$ cat src/rtl/serial_ripple_borrow_subtractor.sv
// serial_ripple_borrow_subtractor: bit-serial unsigned a - b, LSB first, exposing the per-bit borrow chain
module serial_ripple_borrow_subtractor #(
   parameter int DATA_WIDTH = 8
) (
   input  logic                  clk,
   input  logic                  reset,
   input  logic                  din_valid,
   output logic                  din_ready,
   input  logic [DATA_WIDTH-1:0] a,
   input  logic [DATA_WIDTH-1:0] b,
   output logic                  dout_valid,
   input  logic                  dout_ready,
   output logic [DATA_WIDTH-1:0] diff,
   output logic                  borrow_out,
   output logic [DATA_WIDTH-1:0] bout_int
);
   localparam int IW = $clog2(DATA_WIDTH + 1);
   localparam logic [IW-1:0] LAST = IW'(DATA_WIDTH - 1);
   typedef enum logic [1:0] {IDLE, RUN, DONE} state_t;
   state_t state, state_nx;
   logic [DATA_WIDTH-1:0] a_r, b_r, mask;
   logic [IW-1:0] idx;
   logic bin, d, bo;
   always_ff @(posedge clk)
      state <= reset ? IDLE : state_nx;
   always_comb begin
      state_nx = state;
      if (state == IDLE && din_valid) state_nx = RUN;
      else if (state == RUN && idx == LAST) state_nx = DONE;
      else if (state == DONE && dout_ready) state_nx = IDLE;
   end
   assign din_ready  = state == IDLE;
   assign dout_valid = state == DONE;
   // operands shift right so the current bit is always at position 0
   assign mask = DATA_WIDTH'(1) << idx;
   assign d    = a_r[0] ^ b_r[0] ^ bin;
   assign bo   = (~a_r[0] & b_r[0]) | (~(a_r[0] ^ b_r[0]) & bin);
   always_ff @(posedge clk) begin
      if (reset) begin
         a_r        <= '0;
         b_r        <= '0;
         diff       <= '0;
         bout_int   <= '0;
         borrow_out <= 1'b0;
         bin        <= 1'b0;
         idx        <= '0;
      end else if (state == IDLE && din_valid) begin
         a_r        <= a;
         b_r        <= b;
         diff       <= '0;
         bout_int   <= '0;
         borrow_out <= 1'b0;
         bin        <= 1'b0;
         idx        <= '0;
      end else if (state == RUN) begin
         a_r      <= a_r >> 1;
         b_r      <= b_r >> 1;
         diff     <= diff | (mask & {DATA_WIDTH{d}});
         bout_int <= bout_int | (mask & {DATA_WIDTH{bo}});
         bin      <= bo;
         idx      <= idx + 1'b1;
         if (idx == LAST) borrow_out <= bo;
      end
   end
endmodule

$ cat config.mk
export PLATFORM = sky130hd
export DESIGN_NAME = serial_ripple_borrow_subtractor
export DESIGN_NICKNAME = d
export VERILOG_FILES = /design/src/rtl/serial_ripple_borrow_subtractor.sv
export SDC_FILE = /design/constraint.sdc
export NUM_CORES = 1
export LEC_CHECK = 0
export BUFFER_PORTS_ARGS = -buffer_cell sky130_fd_sc_hd__buf_4
export CAP_MARGIN = 10
export CORE_MARGIN = 3
export CORE_UTILIZATION = 57
export CTS_CLUSTER_DIAMETER = 60
export DETAILED_ROUTE_END_ITERATION = 10
export HOLD_SLACK_MARGIN = 0.08
export PLACE_DENSITY = 0.93
export SLEW_MARGIN = 20
export SYNTH_ARGS = -nofsm -noshare
export SYNTH_HDL_FRONTEND = slang
export SYNTH_SLANG_ARGS = --single-unit
$ cat constraint.sdc
create_clock -name clk -period 4.1 [get_ports clk]
set_input_delay 0.82 -clock clk [delete_from_list [all_inputs] [get_ports clk]]
set_output_delay 0.82 -clock clk [all_outputs]
set_load 0.01 [all_outputs]
==> impl_metrics.py <==
metrics = {
    "run": {
        "cap_violations": 0,
    },
    "pwr": {
        "p_int_uw": 575,
        "power_density_mw_per_mm2": 372,
        "clkPwrFrac_pct": 33.1,
        "vdd_drop_max_v": 0.000271,
        "p_sw_uw": 190,
        "p_leak_uw": 0.000841,
        "p_seq_share_pct": 54.6,
        "switching_share_pct": 24.9,
        "combPwrFrac_pct": 12.3,
    },
    "logic_synthesis": {
        "synth_edf_count": 0,
        "syn_area_sq_mm": 0.00176,
        "netlist_instances": 199,
        "synth.top_cell.area_share_pct": 45.5,
        "yosysWarnings": 0,
        "yosysSeqAreaShare_pct": 45.5,
        "yosys-top-cells-area": "dfxtp_1 46%, a21oi_1 8.8%, nor2_1 7.3%, a211oi_1 6.4%, ha_1 4.3%",
        "syn_area_per_cell_sq_um": 8.84,
        "yosysUniqueCellTypes": 30,
        "synth-compound-area-share_pct": 20.7,
        "yosys.area_share.xor_xnor_pct": 0,
        "synth_ff_type": "dfxtp_1",
        "synth_top_area_cell": "dfxtp_1",
        "synth-simple-area-share_pct": 19.8,
        "ys_top_cells_by_count": "40 x dfxtp_1, 34 x nor2_1, 31 x a21oi_1, 19 x nand2_1, 15 x a211oi_1",
        "async_reset_ff_share_pct": 0,
        "ys_seq_elements": 40,
        "synth_top_family_by_area": "compound AO/OA/AOI/OAI gates",
        "synthAdderAreaFrac_pct": 5.41,
        "yosys-mux-area-fraction_pct": 0.569,
        "yosysMostFrequentCell": "dfxtp_1",
        "syn_nets": 226,
    },
    "grt": {
        "grt_pass1_wl_um": 5700,
        "grt_pass1_vias": 1351,
        "grt-ovfl-total": 0,
        "use_met2_pct": 35.7,
        "top_usage_layer": "met2",
        "grt_max_degree": 24,
        "grtUsageMet3_pct": 6.29,
        "gr-usage-all-layers_pct": 20.4,
        "grt_antenna_before_repair": 0,
        "grt_use_met1_pct": 24.1,
    },
    "critical_path": {
        "path_class": "flip-flop to primary output",
        "cp-start-kind": "flip-flop",
        "end_kind": "primary output",
        "reg2reg_from": "state[1]",
        "worstPathMaxFanout": 12,
        "critPathLaunch": "state[1]",
        "arrival_ns": 1.42,
        "reg2reg_depth": 3,
        "crit_required_ns": 3.28,
    },
    "sta": {
        "tightest_slew_ns": 0.680,
        "rsz0062_at_grt": "no",
        "final-hold-violation-count": 0,
        "fmax_mhz": 447,
        "setup_tns_ns": 0,
        "skew_ns": 0.00605,
        "drv_slew": 0,
        "relSlewSlack_pct": 54.5,
        "period_needed_ns": 2.24,
        "finalSetupViolations": 0,
        "period_share_pct": 54.6,
    },
    "final_layout": {
        "layout.cells.non_filler": 262,
        "area_delta_synth_final_pct": 16.8,
        "drive_gt1_share_pct": 22.9,
        "fin_nets": 257,
        "fillers": 223,
        "diodes": 0,
    },
    "floorplanning": {
        "io_pins": 39,
        "die_w_um": 61.6,
        "start_util_pct": 61.7,
        "core_area_sq_mm": 0.00285,
        "die_h_um": 61.6,
        "die-area_sq_mm": 0.00379,
        "rows": 19,
    },
    "clock_tree": {
        "cts-resized-gates": 0,
        "cts-buffers-inserted": 5,
        "cts_max_level": 2,
        "holdBufCountCts": 0,
        "cts_tree": "done",
        "cts_root_buffer": "clkbuf_4",
        "clockBufferDepth": 2,
        "post_cts_buffers": 0,
        "clkSinkCount": 40,
        "clk_latency_ns": 0.35,
        "clk_pin_slew_ns": 0.11,
    },
    "placement": {
        "hpwl_um": 2460,
        "dpl.cell_count": 254,
        "port_buffers": 38,
        "gp_congestion": 0.735,
    },
    "worst_hold_path": {
        "min_path_type": "flip-flop to flip-flop",
        "min_delay_path_depth": 2,
        "hold_start": "a_r[2]",
    },
    "routing": {
        "drt_iter0_drc": 67,
        "drtPass1Iterations": 4,
        "vias": 1478,
        "antenna_left": 0,
        "routed_wl_um": 3650,
        "routedWlPerCell_um": 13.9,
        "route.detailed.drc": 0,
        "viasPerCell": 5.64,
    },
    "run_status": {
        "run_status": "complete, no violations",
    },
}
critical path, stage by stage, from the launching register on:
cell     delay, ns
dfxtp_1       0.67
inv_1         0.16
nor2_1        0.12
buf_4         0.13
layout make-up:
class	count	area (sq um)	share of cell area, %
clock buffer	6	41.3	2.01
timing repair buffer	38	285	13.9
sequential	40	801	39.0
clock inverter	2	35.0	1.71
tap	31	38.8	1.89
multi-input combinational	136	820	39.9
inverter	9	33.8	1.64
final timing paths:
kind,to,slack [ns]
worst max register to register,borrow_out,2.25
worst max-delay path,dout_valid,1.86
worst min-delay path,a_r[1],0.47
worst min register to register,a_r[1],0.47
logic make-up after synthesis:
| kind of cell | count (synthesis) |
|---|---|
| adder cells (fa/ha/maj) | 7 |
| AND/OR/NAND/NOR | 69 |
| multiplexers | 1 |
| AO/OA/AOI/OAI | 59 |
| buffers and inverters | 23 |
| flip-flops | 40 |
cells in the final DEF (no fill, tap or decap), drive strengths merged, types with 2 or more instances in the layout:
master and count:
a211oi 15, a21oi 32, a31oi 6, and4bb 2, buf 38, clkbuf 6, dfxtp 40, ha 6
inv 9, nand2 19, nand2b 3, nand3 3, nor2 34, nor2b 4, o21ai 3
flip-flops by register name, summed over array words and instances (netlist names):
register / count
borrow_out: 1
state: 2
a_r: 8
bin: 1
bout_int: 8
b_r: 8
idx: 4
diff: 8
power groups by stage:
| stage | Clock [uW] | Sequential (uW) | Combinational (uW) |
|---|---|---|---|
| after global placement | 0 | 426 | 90.4 |
| after CTS | 255 | 417 | 94.0 |
| after floorplan | 0 | 423 | 72.8 |
| after global routing | 274 | 420 | 104 |
| final | 253 | 418 | 94.4 |
| after detailed placement | 0 | 426 | 93.1 |
stage by stage:
stage | hold slack, ns | instance area, sq um | power (uW) | utilization, % | setup slack, ns
2_1_floorplan | 0.437 | 1760 | 496 | - | 2.41
3_3_place_gp | 0.444 | 1980 | 516 | 69.3 | 2.00
3_5_place_dp | 0.453 | 1980 | 519 | 69.3 | 1.97
4_1_cts | 0.469 | 2050 | 766 | 71.9 | 1.89
5_1_grt | 0.492 | 2050 | 798 | 72.0 | 1.76
6_report | 0.467 | 2050 | 765 | 72.0 | 1.86
routing by layer:
layer	routed length, um	vias to the layer above
li1	-	743
met1	1590	693
met2	1860	38
met3	171	4
met4	23	0
met5	0	-
(Power assumes the default switching activity.)
